--- src/rtl/forward_pkg.sv ---
// Shared types and defaults for the forwarding scoreboard: in-flight entry
// layout, select encoding and default parameter values.
package forward_pkg;

    localparam int unsigned DEF_REG_AW    = 4;
    localparam int unsigned DEF_NUM_SRC   = 2;
    localparam int unsigned DEF_DEPTH     = 3;
    localparam int unsigned DEF_NOFWD_REG = 15;

    // Entries store register indices at this fixed width; REG_AW must not exceed it.
    localparam int unsigned MAX_REG_AW    = 8;

    localparam int unsigned SEL_REGFILE   = 0;

    typedef struct packed {
        logic                  vld;
        logic [MAX_REG_AW-1:0] dest;
        logic                  is_load;
    } entry_t;

    localparam entry_t ENTRY_EMPTY = '0;

endpackage

--- src/rtl/fwd_prio_enc.sv ---
// Nearest-stage priority encoder for one source operand: match[k-1] flags
// stage k, output is the smallest flagged stage or SEL_REGFILE.
module fwd_prio_enc
    import forward_pkg::*;
#(
    parameter int unsigned DEPTH = DEF_DEPTH,
    parameter int unsigned SW    = $clog2(DEPTH + 1)
) (
    input  logic [DEPTH-1:0] match,
    output logic [SW-1:0]    sel
);

    // Walk from the oldest stage down so the youngest match is written last.
    always_comb begin
        sel = SW'(SEL_REGFILE);
        for (int unsigned k = DEPTH; k > 0; k--) begin
            if (match[k-1]) sel = SW'(k);
        end
    end

endmodule

--- src/rtl/forward_scoreboard.sv ---
// Register-hazard scoreboard: tracks destinations of in-flight instructions,
// picks forwarding sources and requests load-use / stall-only stalls.
// Optional hazard counters are built when FORWARD_SCOREBOARD_STATS_EN is defined.
module forward_scoreboard
    import forward_pkg::*;
#(
    parameter int unsigned REG_AW    = DEF_REG_AW,
    parameter int unsigned NUM_SRC   = DEF_NUM_SRC,
    parameter int unsigned DEPTH     = DEF_DEPTH,
    parameter int unsigned NOFWD_REG = DEF_NOFWD_REG
) (
    input  logic                                   clk,
    input  logic                                   rst,
    input  logic                                   id_valid,
    input  logic [NUM_SRC*REG_AW-1:0]              id_src,
    input  logic [NUM_SRC-1:0]                     id_src_used,
    input  logic                                   id_wb_en,
    input  logic                                   id_is_load,
    input  logic [REG_AW-1:0]                      id_dest,
    input  logic                                   fwd_en,
    input  logic                                   hold,
    input  logic                                   flush,
    output logic [NUM_SRC*$clog2(DEPTH+1)-1:0]     sel_src,
    output logic                                   stall
`ifdef FORWARD_SCOREBOARD_STATS_EN
    ,
    output logic [31:0]                            fwd_cnt,
    output logic [31:0]                            stall_cnt
`endif
);

    localparam int unsigned SW = $clog2(DEPTH + 1);
    localparam logic [MAX_REG_AW-1:0] NOFWD_EXT = MAX_REG_AW'(NOFWD_REG);

    entry_t            ent [1:DEPTH];
    entry_t            new_ent;
    logic [DEPTH-1:0]  match   [NUM_SRC];
    logic [SW-1:0]     enc_sel [NUM_SRC];
    logic              load_use;
    logic              any_match;

    always_ff @(posedge clk or negedge rst) begin
        if (!rst) begin
            for (int unsigned k = 1; k <= DEPTH; k++) ent[k] <= ENTRY_EMPTY;
        end else if (!hold) begin
            for (int unsigned k = 2; k <= DEPTH; k++) ent[k] <= ent[k-1];
            ent[1] <= new_ent;
        end
    end

    always_comb begin
        new_ent = ENTRY_EMPTY;
        if (id_valid && !stall && !flush) begin
            new_ent.vld     = id_wb_en;
            new_ent.dest    = MAX_REG_AW'(id_dest);
            new_ent.is_load = id_is_load;
        end
    end

    always_comb begin
        for (int unsigned i = 0; i < NUM_SRC; i++) begin
            match[i] = '0;
            for (int unsigned k = 1; k <= DEPTH; k++) begin
                match[i][k-1] = id_src_used[i] && ent[k].vld
                             && (ent[k].dest != NOFWD_EXT)
                             && (ent[k].dest == MAX_REG_AW'(id_src[i*REG_AW +: REG_AW]));
            end
        end
    end

    for (genvar g = 0; g < NUM_SRC; g++) begin : g_enc
        fwd_prio_enc #(
            .DEPTH (DEPTH),
            .SW    (SW)
        ) u_enc (
            .match (match[g]),
            .sel   (enc_sel[g])
        );
    end

    always_comb begin
        sel_src = '0;
        for (int unsigned i = 0; i < NUM_SRC; i++) begin
            sel_src[i*SW +: SW] = fwd_en ? enc_sel[i] : SW'(SEL_REGFILE);
        end
    end

    // Stall looks only at entries and ID inputs, never at its own value.
    always_comb begin
        load_use  = 1'b0;
        any_match = 1'b0;
        for (int unsigned i = 0; i < NUM_SRC; i++) begin
            load_use  = load_use  | (match[i][0] & ent[1].is_load);
            any_match = any_match | (|match[i]);
        end
        stall = id_valid && !flush && (fwd_en ? load_use : any_match);
    end

`ifdef FORWARD_SCOREBOARD_STATS_EN
    always_ff @(posedge clk or negedge rst) begin
        if (!rst) begin
            fwd_cnt   <= '0;
            stall_cnt <= '0;
        end else if (!hold) begin
            if ((|sel_src) && (fwd_cnt != '1)) fwd_cnt <= fwd_cnt + 32'd1;
            if (stall && (stall_cnt != '1))    stall_cnt <= stall_cnt + 32'd1;
        end
    end
`endif

endmodule

--- config.mk ---
export PLATFORM = sky130hd
export DESIGN_NAME = forward_scoreboard
export DESIGN_NICKNAME = d
export VERILOG_FILES = /design/src/rtl/forward_pkg.sv /design/src/rtl/fwd_prio_enc.sv /design/src/rtl/forward_scoreboard.sv
export SDC_FILE = /design/constraint.sdc
export NUM_CORES = 1
export LEC_CHECK = 0
export CORE_ASPECT_RATIO = 1.4
export CORE_MARGIN = 8
export CORE_UTILIZATION = 35
export DETAILED_ROUTE_END_ITERATION = 8
export PLACE_DENSITY = 0.71
export SLEW_MARGIN = 20
export SYNTH_ARGS = -nofsm -noshare
export SYNTH_HDL_FRONTEND = slang
export SYNTH_HIERARCHICAL = 1
export SYNTH_SLANG_ARGS = --single-unit
--- constraint.sdc ---
create_clock -name clk -period 1.85 [get_ports clk]
set_input_delay 0.4625 -clock clk [delete_from_list [all_inputs] [get_ports clk]]
set_output_delay 0.4625 -clock clk [all_outputs]
set_load 0.01 [all_outputs]
==> results.py <==
metrics = {
    "clocking": {
        "cts-buffers-inserted": 3,
        "cts-root-buf": "clkbuf_8",
        "htree_levels": 1,
        "insertion_delay_ps": 250,
        "clockBufferDepth": 2,
        "cts_tree": "built",
        "clk_pin_slew_worst_paths_ps": 60,
        "clock_sinks": 16,
    },
    "min_path": {
        "hp-class": "flip-flop to flip-flop",
        "hp-start": "ent[20]$_DFFE_PN0N_",
    },
    "logic_synthesis": {
        "yosysTopAreaCellShare": 0.3860,
        "synthTopCellsByArea": "dfrtp_1 (39%), xor2_1 (15%), mux2_2 (11%), xnor2_1 (5.1%), nand2_1 (4.7%)",
        "ys_seq_area_frac": 0.3860,
        "yosys_warnings": 6,
        "yosysUniqueCellTypes": 19,
        "synth_cells": 107,
        "syn-cell-area_um2": 1037,
        "synth_top_cell_by_area": "dfrtp_1",
        "avgSynthCellArea_um2": 9.694,
        "ys_ff_latch": 16,
        "synth_nets": 129,
    },
    "power": {
        "vdd_drop_max_mv": 0.4591,
        "powerDensity_nw_per_um2": 559.9,
        "p_leak_nw": 0.8070,
    },
    "timing": {
        "rsz0062_at_grt": "yes",
        "setup_ws_ps": -543.1,
        "timing.setup.tns_ps": -2479,
        "slew_headroom": 0.7516,
        "slew_violations": 0,
        "min_period_ps": 2393,
        "timing.fmax_mhz": 417.9,
        "tightest_slew_ps": 371.3,
        "fin_crit_sh": 1.294,
        "setup_violations": 5,
        "fin_skew_ps": 1.405,
        "finalHoldViolCount": 0,
    },
    "detailed_routing": {
        "wl_met2_mm": 1.539,
        "drtIter0Drc": 15,
        "first_pass_iters": 4,
        "wl_per_cell_um": 14.95,
        "viasPerCell": 5.040,
        "dr_wl_met3_um": 122,
        "drcViolationCount": 0,
        "wl_met1_mm": 1.193,
        "wl_mm": 2.989,
        "vias": 1008,
        "final_antenna_net_count": 0,
        "topRoutingLayerUsed": "met4",
    },
    "status": {
        "violations": "setup timing",
        "status": "finished, violations left",
    },
    "worst_setup_path": {
        "arrival_ps": 1930,
        "reg2reg_setup_slack_ps": 30,
        "start_kind": "flip-flop",
        "rr_startpoint": "ent[13]$_DFFE_PN0N_",
        "worst_ep_required_time_ps": 1390,
        "crit_fanout": 4,
        "critPathCaptureType": "output port",
        "crit_type": "flip-flop to output port",
        "startpoint": "ent[13]$_DFFE_PN0N_",
    },
    "finish": {
        "final_cell_mix": "buf_4 (26), xor2_1 (15), nand2_1 (13), dfrtp_1 (13), clkdlybuf4s50_1 (11)",
        "fin_util": 0.5995,
        "largest_reg_flops": 16,
        "layout-area-overhead-vs-synth_pct": 64.66,
        "top_regs": "ent x16",
        "num-nets-final": 186,
        "nFillCells": 235,
        "regMostFlops": "ent",
        "layout_commonest_cell": "buf_4",
        "diodes": 0,
        "stdcell_count": 200,
        "drive_gt1_frac": 0.4417,
    },
    "die": {
        "start_util": 0.3641,
        "core_um2": 2849,
        "row_count": 23,
        "die_area_um2": 4986,
        "die_h_um": 80.41,
        "dieWidth_um": 62.01,
        "io_pins": 27,
    },
    "global_route": {
        "grt_max_degree": 17,
        "gr-total-overflow": 0,
        "grt_pass1_wl_mm": 4.843,
        "grt.total_usage": 0.1275,
        "first_global_vias": 1099,
        "antenna_found_initial": 0,
    },
    "flow_run": {
        "maxCapViolCount": 0,
    },
    "place": {
        "dp_hpwl_mm": 2.345,
        "gp_congestion": 0.8749,
        "io_buffers": 26,
        "dp_cells": 191,
    },
}
[area by class of cell]
type	instances	area [um^2]	share of cell area
Multi-Input combinational cell	85	742.0	0.4344
Timing Repair Buffer	54	445.4	0.2608
Sequential cell	16	404.1	0.2366
Clock buffer	4	55.05	0.03223
Tap cell	37	46.29	0.02711
Inverter	4	15.01	0.008791
[metrics by stage]
step	worst slack, ps	total power, mW	instance area, um^2	hold slack (ps)
global route	-601.8	0.9998	1708	554.1
global placement	-1184	0.6208	1551	467.6
finish	-543.1	0.9563	1708	524.7
detailed placement	-1215	0.6273	1551	514.2
CTS	-556.7	0.9448	1629	528.1
floorplan	-75.75	0.5067	1080	166.9
[power by group]
| group | leakage [nW] | total (mW) | internal, mW | switching [mW] |
|---|---|---|---|---|
| Clock | 0.0288 | 0.306 | 0.189 | 0.118 |
| Sequential | 0.211 | 0.408 | 0.377 | 0.0309 |
| Combinational | 0.567 | 0.242 | 0.135 | 0.107 |
| Total | 0.807 | 0.956 | 0.701 | 0.255 |
[kinds of logic after synthesis]
kind of cell | Yosys count | share of synthesized area
AOI/OAI and AO/OA | 11 | 0.09287
xor gates and xnor gates | 24 | 0.2027
buffers and inverters | 6 | 0.02171
DFF | 16 | 0.3860
muxes | 10 | 0.1086
and+or+nand+nor | 40 | 0.1882
[worst max-delay path, stage by stage (launching register included)]
cell and delay [ps]:
dfrtp_2 430, buf_4 150, xor2_2 170, nor4_2 330, buf_4 180, inv_2 30, a21o_1 130, and2_1 140
buf_2 130
[final timing paths]
| path | endpoint | cells after the start |
|---|---|---|
| worst min-delay path | ent[20]$_DFFE_PN0N_ | 2 |
| worst max-delay path | sel_src[2] | 8 |
| min in group asynchronous | ent[13]$_DFFE_PN0N_ | 2 |
| worst max register to register | ent[20]$_DFFE_PN0N_ | 6 |
| worst min register to register | ent[20]$_DFFE_PN0N_ | 2 |
| max in group asynchronous | ent[2]$_DFFE_PN0N_ | 2 |
[cell usage after synthesis]
cell / instances
a21o_1: 2
a221oi_2: 1
and2_1: 4
clkbuf_1: 2
dfrtp_1: 16
inv_1: 4
mux2_2: 10
nand2_1: 13
nand2b_1: 1
nand3_1: 2
nand4_1: 7
nor2_1: 7
nor3_1: 2
nor4_1: 4
o21ba_1: 1
o31ai_1: 6
o41a_1: 1
xnor2_1: 6
xor2_1: 18
[per-layer routing]
layer / vias to the layer above / track usage
met2: 34 / 0.2191
met4: 0 / 0.09153
met1: 475 / 0.1360
met5: - / 0
met3: 12 / 0.01438
li1: 487 / -
[timing repair]
| item | CTS | global route |
|---|---|---|
| pin swaps | 20 | 4 |
| hold buffers | 0 | 0 |
| gates resized for setup | 43 | 14 |
| setup endpoints to repair | 11 | 11 |
| setup buffers | 4 | 1 |
No activity file was read; power rests on OpenSTA's default activity.
